$ cat src/rtl/riscv_priv_pkg.sv
// Shared encodings for the privilege/trap sequencer: privilege levels, commit
// events, CSR addresses, mstatus bit positions, cause codes and FSM states.
package riscv_priv_pkg;

    localparam logic [1:0] PRIV_U = 2'b00;
    localparam logic [1:0] PRIV_S = 2'b01;
    localparam logic [1:0] PRIV_M = 2'b11;

    localparam logic [2:0] EV_NONE    = 3'd0;
    localparam logic [2:0] EV_ECALL   = 3'd1;
    localparam logic [2:0] EV_ILLEGAL = 3'd2;
    localparam logic [2:0] EV_SRET    = 3'd3;
    localparam logic [2:0] EV_MRET    = 3'd4;

    localparam logic [11:0] CSR_SSTATUS = 12'h100;
    localparam logic [11:0] CSR_SEPC    = 12'h141;
    localparam logic [11:0] CSR_SCAUSE  = 12'h142;
    localparam logic [11:0] CSR_STVAL   = 12'h143;
    localparam logic [11:0] CSR_MSTATUS = 12'h300;
    localparam logic [11:0] CSR_MEPC    = 12'h341;
    localparam logic [11:0] CSR_MCAUSE  = 12'h342;
    localparam logic [11:0] CSR_MTVAL   = 12'h343;

    localparam int SIE_BIT  = 1;
    localparam int MIE_BIT  = 3;
    localparam int SPIE_BIT = 5;
    localparam int MPIE_BIT = 7;
    localparam int SPP_BIT  = 8;
    localparam int MPP_LO   = 11;
    localparam int MPP_HI   = 12;

    localparam logic [5:0] CAUSE_ILLEGAL = 6'd2;
    localparam logic [5:0] CAUSE_ECALL_U = 6'd8;
    localparam logic [5:0] CAUSE_ECALL_S = 6'd9;
    localparam logic [5:0] CAUSE_ECALL_M = 6'd11;

    typedef enum logic [2:0] {
        ST_IDLE,
        ST_W_EPC,
        ST_W_CAUSE,
        ST_W_TVAL,
        ST_W_STATUS,
        ST_REDIR
    } trap_state_e;

endpackage

$ cat src/rtl/trap_cause_sel.sv
// Combinational event classification: interrupt priority, illegal-xRET
// conversion, cause/tval selection and delegation target.
module trap_cause_sel
    import riscv_priv_pkg::*;
#(
    parameter int XLEN    = 64,
    parameter int NUM_IRQ = 4
) (
    input  logic               ex_valid,
    input  logic [2:0]         ex_event,
    input  logic [XLEN-1:0]    ex_tval,
    input  logic [NUM_IRQ-1:0] irq,
    input  logic [NUM_IRQ-1:0] mie,
    input  logic               mstatus_mie,
    input  logic [1:0]         priv,
    input  logic [XLEN-1:0]    medeleg,
    output logic               take,
    output logic               is_xret,
    output logic               is_mret,
    output logic [XLEN-1:0]    cause,
    output logic [XLEN-1:0]    tval,
    output logic [1:0]         target
);

    logic [NUM_IRQ-1:0] pending;
    logic               irq_take;
    logic [XLEN-1:0]    irq_cause;
    logic               exc_take;
    logic [5:0]         exc_code;
    logic [XLEN-1:0]    exc_tval;
    logic               xret;
    logic               mret_sel;

    // Walk from the top so the lowest pending line is the last assignment.
    always_comb begin
        pending   = irq & mie;
        irq_take  = (|pending) && ((priv != PRIV_M) || mstatus_mie);
        irq_cause = '0;
        for (int i = NUM_IRQ - 1; i >= 0; i--) begin
            if (pending[i]) irq_cause = XLEN'(i);
        end
        irq_cause[XLEN-1] = 1'b1;
    end

    always_comb begin
        exc_take = 1'b0;
        exc_code = CAUSE_ILLEGAL;
        exc_tval = '0;
        xret     = 1'b0;
        mret_sel = 1'b0;
        if (ex_valid) begin
            case (ex_event)
                EV_NONE: ;
                EV_ECALL: begin
                    exc_take = 1'b1;
                    case (priv)
                        PRIV_U:  exc_code = CAUSE_ECALL_U;
                        PRIV_S:  exc_code = CAUSE_ECALL_S;
                        default: exc_code = CAUSE_ECALL_M;
                    endcase
                end
                EV_ILLEGAL: begin
                    exc_take = 1'b1;
                    exc_tval = ex_tval;
                end
                EV_SRET: begin
                    if (priv == PRIV_U) begin
                        exc_take = 1'b1;
                        exc_tval = ex_tval;
                    end else begin
                        xret = 1'b1;
                    end
                end
                EV_MRET: begin
                    if (priv != PRIV_M) begin
                        exc_take = 1'b1;
                        exc_tval = ex_tval;
                    end else begin
                        xret     = 1'b1;
                        mret_sel = 1'b1;
                    end
                end
                default: ;
            endcase
        end
    end

    always_comb begin
        take    = irq_take || exc_take || xret;
        is_xret = !irq_take && xret;
        is_mret = !irq_take && mret_sel;
        if (irq_take) begin
            cause  = irq_cause;
            tval   = '0;
            target = PRIV_M;
        end else if (xret) begin
            cause  = '0;
            tval   = '0;
            target = mret_sel ? PRIV_M : PRIV_S;
        end else begin
            cause  = XLEN'(exc_code);
            tval   = exc_tval;
            target = (medeleg[exc_code] && (priv != PRIV_M)) ? PRIV_S : PRIV_M;
        end
    end

endmodule

$ cat src/rtl/priv_trap_ctrl.sv
// Privilege-mode register and trap/xRET sequencer: snapshots an accepted
// event, emits its CSR writes one per cycle, then pulses a PC redirect.
module priv_trap_ctrl
    import riscv_priv_pkg::*;
#(
    parameter int XLEN      = 64,
    parameter int NUM_IRQ   = 4,
    parameter int HAS_UMODE = 1
) (
    input  logic               clk,
    input  logic               rstn,
    input  logic               ex_valid,
    input  logic [2:0]         ex_event,
    input  logic [XLEN-1:0]    ex_pc,
    input  logic [XLEN-1:0]    ex_tval,
    input  logic [NUM_IRQ-1:0] irq,
    input  logic [NUM_IRQ-1:0] mie,
    input  logic [XLEN-1:0]    mstatus,
    input  logic [XLEN-1:0]    medeleg,
    input  logic [XLEN-1:0]    mtvec,
    input  logic [XLEN-1:0]    stvec,
    input  logic [XLEN-1:0]    mepc,
    input  logic [XLEN-1:0]    sepc,
    output logic               csr_we,
    output logic [11:0]        csr_waddr,
    output logic [XLEN-1:0]    csr_wdata,
    output logic               flush,
    output logic               busy,
    output logic               redirect_valid,
    output logic [XLEN-1:0]    redirect_pc,
    output logic [1:0]         priv,
    output logic [2:0]         state_dbg
);

    trap_state_e     state, next_state;
    logic            sel_take, sel_is_xret, sel_is_mret;
    logic [XLEN-1:0] sel_cause, sel_tval;
    logic [1:0]      sel_target;
    logic            take_now;
    logic [XLEN-1:0] status_new, redir_new;
    logic [1:0]      priv_new;

    logic [XLEN-1:0] snap_pc, snap_cause, snap_tval, snap_status, snap_redir;
    logic [1:0]      snap_priv;
    logic            snap_tgt_s;

    trap_cause_sel #(.XLEN(XLEN), .NUM_IRQ(NUM_IRQ)) u_sel (
        .ex_valid    (ex_valid),
        .ex_event    (ex_event),
        .ex_tval     (ex_tval),
        .irq         (irq),
        .mie         (mie),
        .mstatus_mie (mstatus[MIE_BIT]),
        .priv        (priv),
        .medeleg     (medeleg),
        .take        (sel_take),
        .is_xret     (sel_is_xret),
        .is_mret     (sel_is_mret),
        .cause       (sel_cause),
        .tval        (sel_tval),
        .target      (sel_target)
    );

    // Handshake: an event on ex_valid/irq is consumed only in the cycle busy
    // is low; while busy is high the commit stage must hold and inputs are ignored.
    assign take_now  = (state == ST_IDLE) && sel_take;
    assign busy      = (state != ST_IDLE);
    assign state_dbg = state;

    // Resulting status word and privilege, computed at accept and then frozen.
    always_comb begin
        status_new = mstatus;
        redir_new  = '0;
        priv_new   = PRIV_M;
        if (sel_is_xret) begin
            if (sel_is_mret) begin
                status_new[MIE_BIT]        = mstatus[MPIE_BIT];
                status_new[MPIE_BIT]       = 1'b1;
                status_new[MPP_HI:MPP_LO]  = (HAS_UMODE != 0) ? PRIV_U : PRIV_S;
                priv_new                   = mstatus[MPP_HI:MPP_LO];
                redir_new                  = mepc;
            end else begin
                status_new[SIE_BIT]  = mstatus[SPIE_BIT];
                status_new[SPIE_BIT] = 1'b1;
                status_new[SPP_BIT]  = 1'b0;
                priv_new             = {1'b0, mstatus[SPP_BIT]};
                redir_new            = sepc;
            end
        end else if (sel_target == PRIV_S) begin
            status_new[SPP_BIT]  = priv[0];
            status_new[SPIE_BIT] = mstatus[SIE_BIT];
            status_new[SIE_BIT]  = 1'b0;
            priv_new             = PRIV_S;
            redir_new            = {stvec[XLEN-1:2], 2'b00};
        end else begin
            status_new[MPP_HI:MPP_LO] = priv;
            status_new[MPIE_BIT]      = mstatus[MIE_BIT];
            status_new[MIE_BIT]       = 1'b0;
            priv_new                  = PRIV_M;
            redir_new                 = {mtvec[XLEN-1:2], 2'b00};
        end
    end

    always_ff @(posedge clk or negedge rstn) begin
        if (!rstn) state <= ST_IDLE;
        else       state <= next_state;
    end

    always_comb begin
        next_state = state;
        case (state)
            ST_IDLE:     if (take_now) next_state = sel_is_xret ? ST_W_STATUS : ST_W_EPC;
            ST_W_EPC:    next_state = ST_W_CAUSE;
            ST_W_CAUSE:  next_state = ST_W_TVAL;
            ST_W_TVAL:   next_state = ST_W_STATUS;
            ST_W_STATUS: next_state = ST_REDIR;
            ST_REDIR:    next_state = ST_IDLE;
            default:     next_state = ST_IDLE;
        endcase
    end

    always_ff @(posedge clk or negedge rstn) begin
        if (!rstn) begin
            snap_pc     <= '0;
            snap_cause  <= '0;
            snap_tval   <= '0;
            snap_status <= '0;
            snap_redir  <= '0;
            snap_priv   <= PRIV_M;
            snap_tgt_s  <= 1'b0;
            flush       <= 1'b0;
            priv        <= PRIV_M;
        end else begin
            flush <= take_now;
            if (take_now) begin
                snap_pc     <= ex_pc;
                snap_cause  <= sel_cause;
                snap_tval   <= sel_tval;
                snap_status <= status_new;
                snap_redir  <= redir_new;
                snap_priv   <= priv_new;
                snap_tgt_s  <= (sel_target == PRIV_S);
            end
            if (state == ST_W_STATUS) priv <= snap_priv;
        end
    end

    always_comb begin
        csr_we         = 1'b0;
        csr_waddr      = '0;
        csr_wdata      = '0;
        redirect_valid = 1'b0;
        redirect_pc    = '0;
        case (state)
            ST_W_EPC: begin
                csr_we    = 1'b1;
                csr_waddr = snap_tgt_s ? CSR_SEPC : CSR_MEPC;
                csr_wdata = snap_pc;
            end
            ST_W_CAUSE: begin
                csr_we    = 1'b1;
                csr_waddr = snap_tgt_s ? CSR_SCAUSE : CSR_MCAUSE;
                csr_wdata = snap_cause;
            end
            ST_W_TVAL: begin
                csr_we    = 1'b1;
                csr_waddr = snap_tgt_s ? CSR_STVAL : CSR_MTVAL;
                csr_wdata = snap_tval;
            end
            ST_W_STATUS: begin
                csr_we    = 1'b1;
                csr_waddr = snap_tgt_s ? CSR_SSTATUS : CSR_MSTATUS;
                csr_wdata = snap_status;
            end
            ST_REDIR: begin
                redirect_valid = 1'b1;
                redirect_pc    = snap_redir;
            end
            default: ;
        endcase
    end

endmodule

$ cat config.mk
export PLATFORM = sky130hd
export DESIGN_NAME = priv_trap_ctrl
export DESIGN_NICKNAME = d
export VERILOG_FILES = /design/src/rtl/riscv_priv_pkg.sv /design/src/rtl/trap_cause_sel.sv /design/src/rtl/priv_trap_ctrl.sv
export SDC_FILE = /design/constraint.sdc
export NUM_CORES = 1
export LEC_CHECK = 0
export ABC_CLOCK_PERIOD_IN_PS = 4260
export BUFFER_PORTS_ARGS = -buffer_cell sky130_fd_sc_hd__buf_2
export CAP_MARGIN = 20
export CORE_AREA = 2 2 265 267
export DETAILED_ROUTE_END_ITERATION = 7
export DIE_AREA = 0 0 267 269
export GPL_TIMING_DRIVEN = 0
export HOLD_SLACK_MARGIN = 0.1
export PLACE_DENSITY = 0.47
export SLEW_MARGIN = 20
export SYNTH_ARGS = -nofsm -noshare
export SYNTH_HDL_FRONTEND = slang
export SYNTH_HIERARCHICAL = 1
export SYNTH_SLANG_ARGS = --single-unit
$ cat constraint.sdc
create_clock -name clk -period 4.26 [get_ports clk]
set_input_delay 1.278 -clock clk [delete_from_list [all_inputs] [get_ports clk]]
set_output_delay 1.278 -clock clk [all_outputs]
set_load 0.005 [all_outputs]
==> results of run 1 <==
synth_stat cells (2+ instances only):
cell | instances | area [sq um]
and3_1 | 67 | 419.2
buf_2 | 67 | 335.3
a21oi_1 | 2 | 10.01
o22ai_1 | 65 | 406.6
buf_6 | 35 | 394.1
o31ai_1 | 4 | 30.03
nor3b_1 | 2 | 15.01
a21o_1 | 2 | 15.01
buf_4 | 77 | 578.1
o21ai_1 | 52 | 260.3
dfrtp_1 | 325 | 8133
nand2_1 | 886 | 3326
nand2b_1 | 2 | 12.51
buf_8 | 2 | 30.03
a211oi_1 | 3 | 22.52
nor2b_1 | 7 | 43.79
clkbuf_1 | 45 | 168.9
nor3_1 | 2 | 10.01
conb_1 | 3 | 11.26
a31oi_1 | 7 | 43.79
dfstp_2 | 4 | 105.1
nor2_1 | 14 | 52.55
a21oi_4 | 2 | 32.53
mux2i_1 | 132 | 1321
buf_1 | 4 | 15.01
inv_1 | 4 | 15.01
mux2_2 | 66 | 743.2
and2_1 | 65 | 406.6
nor3b_2 | 2 | 25.02
o21ai_0 | 80 | 400.4
xnor2_1 | 2 | 17.52
a22oi_1 | 66 | 495.5
nand3_1 | 5 | 25.02
how the worst min path moves through the flow:
stage                        start              to  slack [ns]  depth (start not counted)
floorplan            snap_redir[0]   snap_redir[0]        0.44                          2
global placement       snap_pc[57]     snap_pc[57]        0.46                          2
detailed placement     snap_pc[45]     snap_pc[45]        0.46                          2
CTS                    snap_pc[45]     snap_pc[45]        0.48                          2
global route        snap_status[2]  snap_status[2]        0.48                          2
finish                snap_tval[7]    snap_tval[7]        0.47                          2
state kept, by name, summed over array words and instances, names as in the netlist:
| signal | flops |
|---|---|
| snap_redir | 64 |
| snap_pc | 64 |
| snap_status | 64 |
| snap_priv | 2 |
| priv | 2 |
| state_dbg | 3 |
| snap_cause | 64 |
| snap_tgt_s | 1 |
| snap_tval | 64 |
| flush | 1 |
report_power, final:
group | total, uW | internal (uW) | switching [uW]
logic | 6880 | 2520 | 4360
registers | 5210 | 4470 | 740
clock network | 3630 | 2150 | 1480
critical path, cell delays in order (launching register included):
cell and delay [ns]:
dfrtp_1 0.35, buf_2 0.35, nor2b_1 0.25, buf_2 0.36, buf_2 0.31, a22oi_1 0.12
o22ai_1 0.34, buf_2 0.19
layer usage:
metal,wire [um],share of wire [%],vias to the layer above,GRT usage [%]
li1,-,-,8308,-
met1,38310,46,8556,31.36
met2,37290,45,589,34.26
met3,5914,7.1,103,5.635
met4,1492,1.8,12,5.451
met5,86,0.10,-,0
per-stage QoR:
| step | hold slack (ns) | cell area [sq um] | util, % | std cells |
|---|---|---|---|---|
| finish | 0.4712 | 24050 | 34.71 | 3819 |
| global route | 0.4828 | 24030 | 34.68 | 3811 |
| CTS | 0.4752 | 24010 | 34.65 | 3803 |
| detailed placement | 0.4612 | 22570 | 32.57 | 3725 |
| global placement | 0.4564 | 22480 | 32.43 | 3722 |
| floorplan | 0.4408 | 18280 | - | 2179 |
area by class of cell:
cell class / instances / area [sq um]
Timing Repair Buffer: 606 / 3110
Antenna cell: 16 / 40.04
Tap cell: 940 / 1176
Sequential cell: 329 / 8238
Inverter: 5 / 23.77
Fill cell: 7375 / 45250
Buffer: 230 / 1530
Clock inverter: 14 / 125.1
Clock buffer: 64 / 1286
Multi-Input combinational cell: 1615 / 8523
cell families after synthesis:
family,after synthesis
AO/OA/AOI/OAI,288
XOR/XNOR,2
buffers and inverters,235
flip-flops,329
multiplexers,198
other,3
AND/OR/NAND/NOR,1059
repair_timing:
action,4_1_cts,5_1_grt
setup endpoints to repair,14,0
gates resized for setup,8,0
hold buffers,0,0
==> flow_summary.toml, run 1 <==
[outcome]
outcome = "completed"

[synth]
synthSimpleGateAreaFrac_pct = 24.39
ys_seq_area_share_pct = 45.67
muxShareOfSynthArea_pct = 11.44
synth_compound_area_share_pct = 9.773
ys_warn_count = 6
syn_area_sq_um = 18040
synth_top_family_by_area = "simple AND/OR/NAND/NOR gates"
synth_seq_cells = 329
syn_avg_cell_area_sq_um = 8.533
post_synth_fa_ha_maj_area_fraction_pct = 0
postSynthCellCount = 2114
synth-main-ff-cell = "dfrtp_1"
synth-xor-area-share_pct = 0.09711
synth_edf_count = 0
async_reset_ff_share_pct = 100.0
post_synth_num_cell_types = 46

[finish]
final_common_cell = "nand2_1"
drive_gt1_share_pct = 32.87
area_growth_pct = 33.34
fin_nets = 3356
layout_common_cells = "nand2_1 (886), buf_2 (667), dfrtp_1 (325)"

[power]
ir_worst_vdd_uv = 292.6
cellPowerDensity_nw_per_um2 = 653.4
leakagePower_uw = 0.01275
total_power_uw = 15720

[clock_network]
numCtsBuffers = 43
cts.sinks = 329
clk_pin_slew_worst_paths_ns = 0.06
worstSkewPairLatency_ns = 0.58
cts_tree = "built"
cts_max_level = 2
clockBufferDepth = 3
postCtsSetupBuffers = 0
root_buffer = "clkbuf_16"

[worst_setup_path]
r2r_cells = 10
crit_arrival_ns = 2.85
required_ns = 2.98
reg2reg_slack_ns = 0.94
path_max_fanout = 10
critPathKind = "register to output port"
worst_setup_path_end_kind = "output port"
r2r_end = "snap_status[12]"
crit_path_end = "csr_wdata[36]"
reg2reg_from = "priv[0]"
startpoint_type = "register"
startpoint = "state_dbg[1]"

[place]
gp_congestion = 0.9013
dp_slack_ns = 0.05683
dp_hpwl_um = 64620
port_buffers = 603

[floorplanning]
dieHeight_um = 269
die_w_um = 267
ios = 675
initial_core_util_pct = 26.03
core_area_sq_um = 69300
dieArea_sq_um = 71820
row_count = 97

[global_route]
grt_max_degree = 96
grt_overflow = 0
grt_pass1_vias = 17680
antenna_found_initial = 21
grt_usage_pct = 22.33
grt_pass1_wl_um = 117100

[routing]
wirelength_um = 83100
vias_per_cell = 4.600
drtIter0Drc = 1252
drt_pre_antenna_iters = 5
drc = 0
vias = 17570
wl_per_cell_um = 21.76
postRouteAntennaNets = 0

[sta]
finalCriticalPeriod_ns = 4.130
finalClockSkew_ns = 0.01410
fin_crit_sh_pct = 96.95
fmax_mhz = 242.1
drv_slew = 0
rsz0062_at_grt = "no"
relSlewSlack_pct = 39.58
fin_tns_setup_ns = 0
worstMarginPinSlew_ns = 0.9063
setup_viol = 0
setup_slack_ns = 0.1299
final-hold-violation-count = 0

[hold_path]
hp-class = "register to register"

[run]
cap_violations = 0
No activity file was read; power rests on OpenSTA's default activity.
==> run 2, diff against run 1 <==
- SETUP_SLACK_MARGIN: unset -> 0.5
==> flow_summary.toml, run 2 (same netlist as run 1, synthesis figures left out) <==
[place]
gp_congestion = 0.9013
dp_hpwl_um = 64620
port_buffers = 603
dp_slack_ns = 0.05683
place_area_sq_um = 22570

[power]
p_switching_uw = 6613
combPwrFrac_pct = 44.2
total_power_uw = 15850
cellPowerDensity_nw_per_um2 = 655.1
ir_worst_vdd_uv = 312.9
clkPwrFrac_pct = 22.9
p_sw_share_pct = 41.71
pwr-share-seq_pct = 32.9
leakagePower_uw = 0.01282
intPower_uw = 9241

[hold_path]
hp-start = "snap_tval[8]"
hp-class = "register to register"
min_path_cells = 2

[clock_network]
clockBufferDepth = 3
cts.sinks = 329
cts_tree = "built"
root_buffer = "clkbuf_16"
numCtsBuffers = 43
clk_pin_slew_worst_paths_ns = 0.06
worstSkewPairLatency_ns = 0.57
postCtsSetupBuffers = 0
cts_max_level = 2

[sta]
relSlewSlack_pct = 44.51
final-hold-violation-count = 0
worstMarginPinSlew_ns = 0.8305
fmax_mhz = 267.6
setup_viol = 0
setup_slack_ns = 0.5237
finalClockSkew_ns = 0.01290
fin_crit_sh_pct = 87.71
drv_slew = 0
fin_tns_setup_ns = 0
finalCriticalPeriod_ns = 3.736
rsz0062_at_grt = "yes"

[worst_setup_path]
crit_arrival_ns = 2.46
startpoint = "state_dbg[2]"
required_ns = 2.98
path_max_fanout = 10
startpoint_type = "register"
reg2reg_from = "priv[0]"
worst_setup_path_end_kind = "output port"
critPathKind = "register to output port"
r2r_cells = 11

[floorplanning]
initial_core_util_pct = 26.03
row_count = 97
dieArea_sq_um = 71820
core_area_sq_um = 69300
ios = 675
dieHeight_um = 269
die_w_um = 267

[global_route]
grt_max_degree = 96
grt_pass1_wl_um = 117100
grt_overflow = 0
grt_pass1_vias = 17670
antenna_found_initial = 21
grt_usage_pct = 22.32

[finish]
final_common_cell = "nand2_1"
area_growth_pct = 34.15
fin_nets = 3356
drive_gt1_share_pct = 33.85
postLayoutCellArea_sq_um = 24200
layout_common_cells = "nand2_1 (886), buf_2 (654), dfrtp_1 (325)"

[routing]
drt_pre_antenna_iters = 5
wirelength_um = 83110
vias_per_cell = 4.636
vias = 17700
postRouteAntennaNets = 0
drc = 0
drtIter0Drc = 1253
wl_per_cell_um = 21.77

[run]
cap_violations = 0

[outcome]
outcome = "completed"
## run 2: path summary, 6_finish.rpt
check	to	slack (ns)
worst max-delay path	csr_wdata[47]	0.52
worst min-delay path	snap_tval[8]	0.47
worst max register to register	snap_tval[10]	0.95
worst min register to register	snap_tval[8]	0.47
max in group asynchronous	snap_priv[0]	2.20
min in group asynchronous	snap_pc[23]	0.71
## run 2: area by class of cell
cell class / instances / area, sq um
sequential: 329 / 8238
timing repair buffer: 606 / 3110
clock buffer: 64 / 1286
buffer: 230 / 1624
tap: 940 / 1176
multi-input combinational: 1615 / 8581
fill: 7361 / 45100
inverter: 5 / 23.77
clock inverter: 14 / 125.1
antenna: 14 / 35.03
## run 2: worst max-delay path, cell delays in order (launching register included)
cell and delay, ns:
dfrtp_1 0.41, clkbuf_4 0.21, and2b_2 0.25, clkbuf_2 0.25
a22oi_1 0.41, o22ai_1 0.19, buf_2 0.16
## run 2: routing by layer
layer / vias up / track usage [%] / routed length (um)
met2: 587 / 34.20 / 37450
met5: - / 0 / 87
met3: 105 / 5.635 / 6011
li1: 8299 / - / -
met1: 8693 / 31.40 / 38120
met4: 12 / 5.451 / 1438
## run 2: what timing repair did
item	4_1_cts	5_1_grt
pin swaps	1	2
gates resized for setup	49	15
hold buffers	0	0
endpoints found under the setup margin	130	34
## run 2: power groups by stage
stage / registers [uW] / logic [uW] / clock network [uW]
final: 5220 / 7010 / 3630
after global routing: 5370 / 7770 / 3860
after CTS: 5210 / 7080 / 3740
after detailed placement: 5250 / 6920 / 0
after global placement: 5210 / 6830 / 0
after floorplan: 4990 / 4120 / 0
## run 2: metrics by stage
stage	hold slack (ns)	utilization, %	cells
6_report	0.4710	34.92	3817
5_1_grt	0.4828	34.90	3811
4_1_cts	0.4752	34.81	3803
3_5_place_dp	0.4612	32.57	3725
3_3_place_gp	0.4564	32.43	3722
2_1_floorplan	0.4408	-	2179
==> run 3, diff against run 2 <==
- CORE_AREA: 2 2 265 267 -> 2 2 262 264
- DIE_AREA: 0 0 267 269 -> 0 0 264 266
- PLACE_DENSITY: 0.47 -> 0.41
- SYNTH_HIERARCHICAL: 1 -> unset
==> flow_summary.toml, run 3 <==
[outcome]
outcome = "completed"

[synth]
yosysTopAreaCell = "dfrtp_1"
synth_seq_cells = 269
async_reset_ff_share_pct = 100.0
post_synth_num_cell_types = 51
synthSimpleGateAreaFrac_pct = 18.61
synth-main-ff-cell = "dfrtp_1"
syn_avg_cell_area_sq_um = 9.462
ys_seq_area_share_pct = 48.50
synthTopCellsByArea = "dfrtp_1 (48%), nand2_1 (12%), mux2i_1 (4.7%), a221o_1 (4.5%), a22o_1 (4.0%)"
synth_edf_count = 0
synth_compound_area_share_pct = 17.42
postSynthCellCount = 1468
synth-xor-area-share_pct = 0.1892
synth_top_family_by_area = "simple AND/OR/NAND/NOR gates"
synth_top_area_share_pct = 47.74
muxShareOfSynthArea_pct = 9.872
ys_warn_count = 0
yosysMostFrequentCell = "nand2_1"
ys_top_cells_by_count = "nand2_1 (440), dfrtp_1 (265), nor2_1 (77)"
post_synth_fa_ha_maj_area_fraction_pct = 0
syn_area_sq_um = 13890

[run]
cap_violations = 0

[global_route]
grt.busiest_layer = "met2"
grt_usage_pct = 19.92
grt_pass1_wl_um = 102300
grt_use_met3_pct = 5.721
antenna_found_initial = 34
grtUsageMet2_pct = 33.41
grt_max_degree = 92
use_met1_pct = 23.92
grt_pass1_vias = 15060
grt_overflow = 0

[place]
dp_hpwl_um = 56860
dp_cells = 2962
port_buffers = 602
gp_congestion = 0.9612
dp_slack_ns = -0.2509

[floorplanning]
dieHeight_um = 266
row_count = 96
ios = 675
initial_core_util_pct = 20.50
core_area_sq_um = 67750
die_w_um = 264
dieArea_sq_um = 70220

[sta]
worstMarginPinSlew_ns = 0.9177
rsz0062_at_grt = "yes"
finalCriticalPeriod_ns = 3.650
final-hold-violation-count = 0
finalClockSkew_ns = 0.01481
fmax_mhz = 273.9
setup_slack_ns = 0.6097
fin_crit_sh_pct = 85.69
drv_slew = 0
setup_viol = 0
relSlewSlack_pct = 38.82

[routing]
vias = 14130
wirelength_um = 72250
drtIter0Drc = 835
vias_per_cell = 4.645
drt_pre_antenna_iters = 4
wl_per_cell_um = 23.74
postRouteAntennaNets = 0
drc = 0

[clock_network]
clk_pin_slew_worst_paths_ns = 0.06
root_buffer = "clkbuf_16"
cts.sinks = 269
cts_max_level = 2
cts_tree = "built"
numCtsBuffers = 36
clockBufferDepth = 3
worstSkewPairLatency_ns = 0.56

[hold_path]
hp-class = "register to register"
min_path_cells = 2

[worst_setup_path]
required_ns = 2.98
worst_setup_path_end_kind = "output port"
critPathKind = "register to output port"
startpoint_type = "register"
crit_arrival_ns = 2.37
r2r_cells = 8
path_max_fanout = 9

[finish]
final_common_cell = "buf_2"
drive_gt1_share_pct = 38.41
fill_cells = 7390
multi_input_area_sq_um = 6447
layout_common_cells = "buf_2 (653), nand2_1 (440), dfrtp_1 (265)"
fin_cells = 3043
area_growth_pct = 40.12
regArea_sq_um = 6736
fin_nets = 2645

[power]
cellPowerDensity_nw_per_um2 = 662.3
ir_worst_vdd_uv = 205.3
total_power_uw = 12890
leakagePower_uw = 0.01002
==> run 3: changes by cell type after synthesis, moves of 64 or more <==
cell / change
a22o_1: +64
nand2_1: -446
o221ai_1: +64
mux2i_1: -67
==> run 3: power breakdown <==
group / total, uW / internal [uW] / switching, uW
Clock: 3080 / 1790 / 1280
Sequential: 4270 / 3670 / 604
Combinational: 5540 / 2160 / 3380
Total: 12900 / 7620 / 5270
==> run 3: cell families (layout without fill, tap and decap cells) <==
kind of cell / count (synthesis) / in the layout
AOI/OAI and AO/OA: 308 / 308
xor gates and xnor gates: 3 / 3
muxes: 129 / 129
other: 1 / 23
DFF: 269 / 269
buffers and inverters: 146 / 817
and+or+nand+nor: 612 / 612
==> run 3: layout make-up <==
class,instances,area share [%]
clock inverters,10,0.5914
repair buffers,607,16.03
clock buffers,54,5.438
well taps,882,5.670
diodes,16,0.2057
plain buffers,141,4.230
multi-input cells,1059,33.13
flip-flops and latches,269,34.61
inverters,5,0.09643
==> run 3: repair_timing <==
action	CTS	global route
setup endpoints to repair	133	20
hold buffers	0	0
pin swaps	0	0
buffers inserted	1	0
gates resized for setup	42	12
==> run 3: worst paths after layout <==
path                              startpoint         endpoint  slack (ns)
worst max register to register       priv[0]   snap_redir[61]        0.74
worst min register to register   snap_pc[17]      snap_pc[17]        0.47
worst min-delay path             snap_pc[17]      snap_pc[17]        0.47
min in group asynchronous               rstn   snap_redir[19]        0.53
worst max-delay path            state_dbg[1]     csr_waddr[9]        0.61
max in group asynchronous               rstn  snap_status[24]        2.51
==> run 3: critical path: stages (launching register included) <==
cell,delay [ns]
dfrtp_1,0.38
clkbuf_8,0.20
nor2_2,0.07
xnor2_1,0.61
nor2b_1,0.34
buf_2,0.22
==> run 3: stage by stage <==
step,hold slack (ns),instance area [sq um],TNS [ns],util (%)
after floorplan,0.4423,13910,0,-
after CTS,0.4754,19420,0,28.67
after global placement,0.4556,18030,-1000.53,26.61
after detailed placement,0.4612,18140,-1.636,26.77
final,0.4746,19460,0,28.73
after global routing,0.4934,19450,0,28.71
==> run 3: routing by layer <==
metal  part of all wire, %  wire, um
met1                    41     29680
met2                    48     34550
met3                   7.0      5083
met4                   3.9      2787
met5                  0.22       157
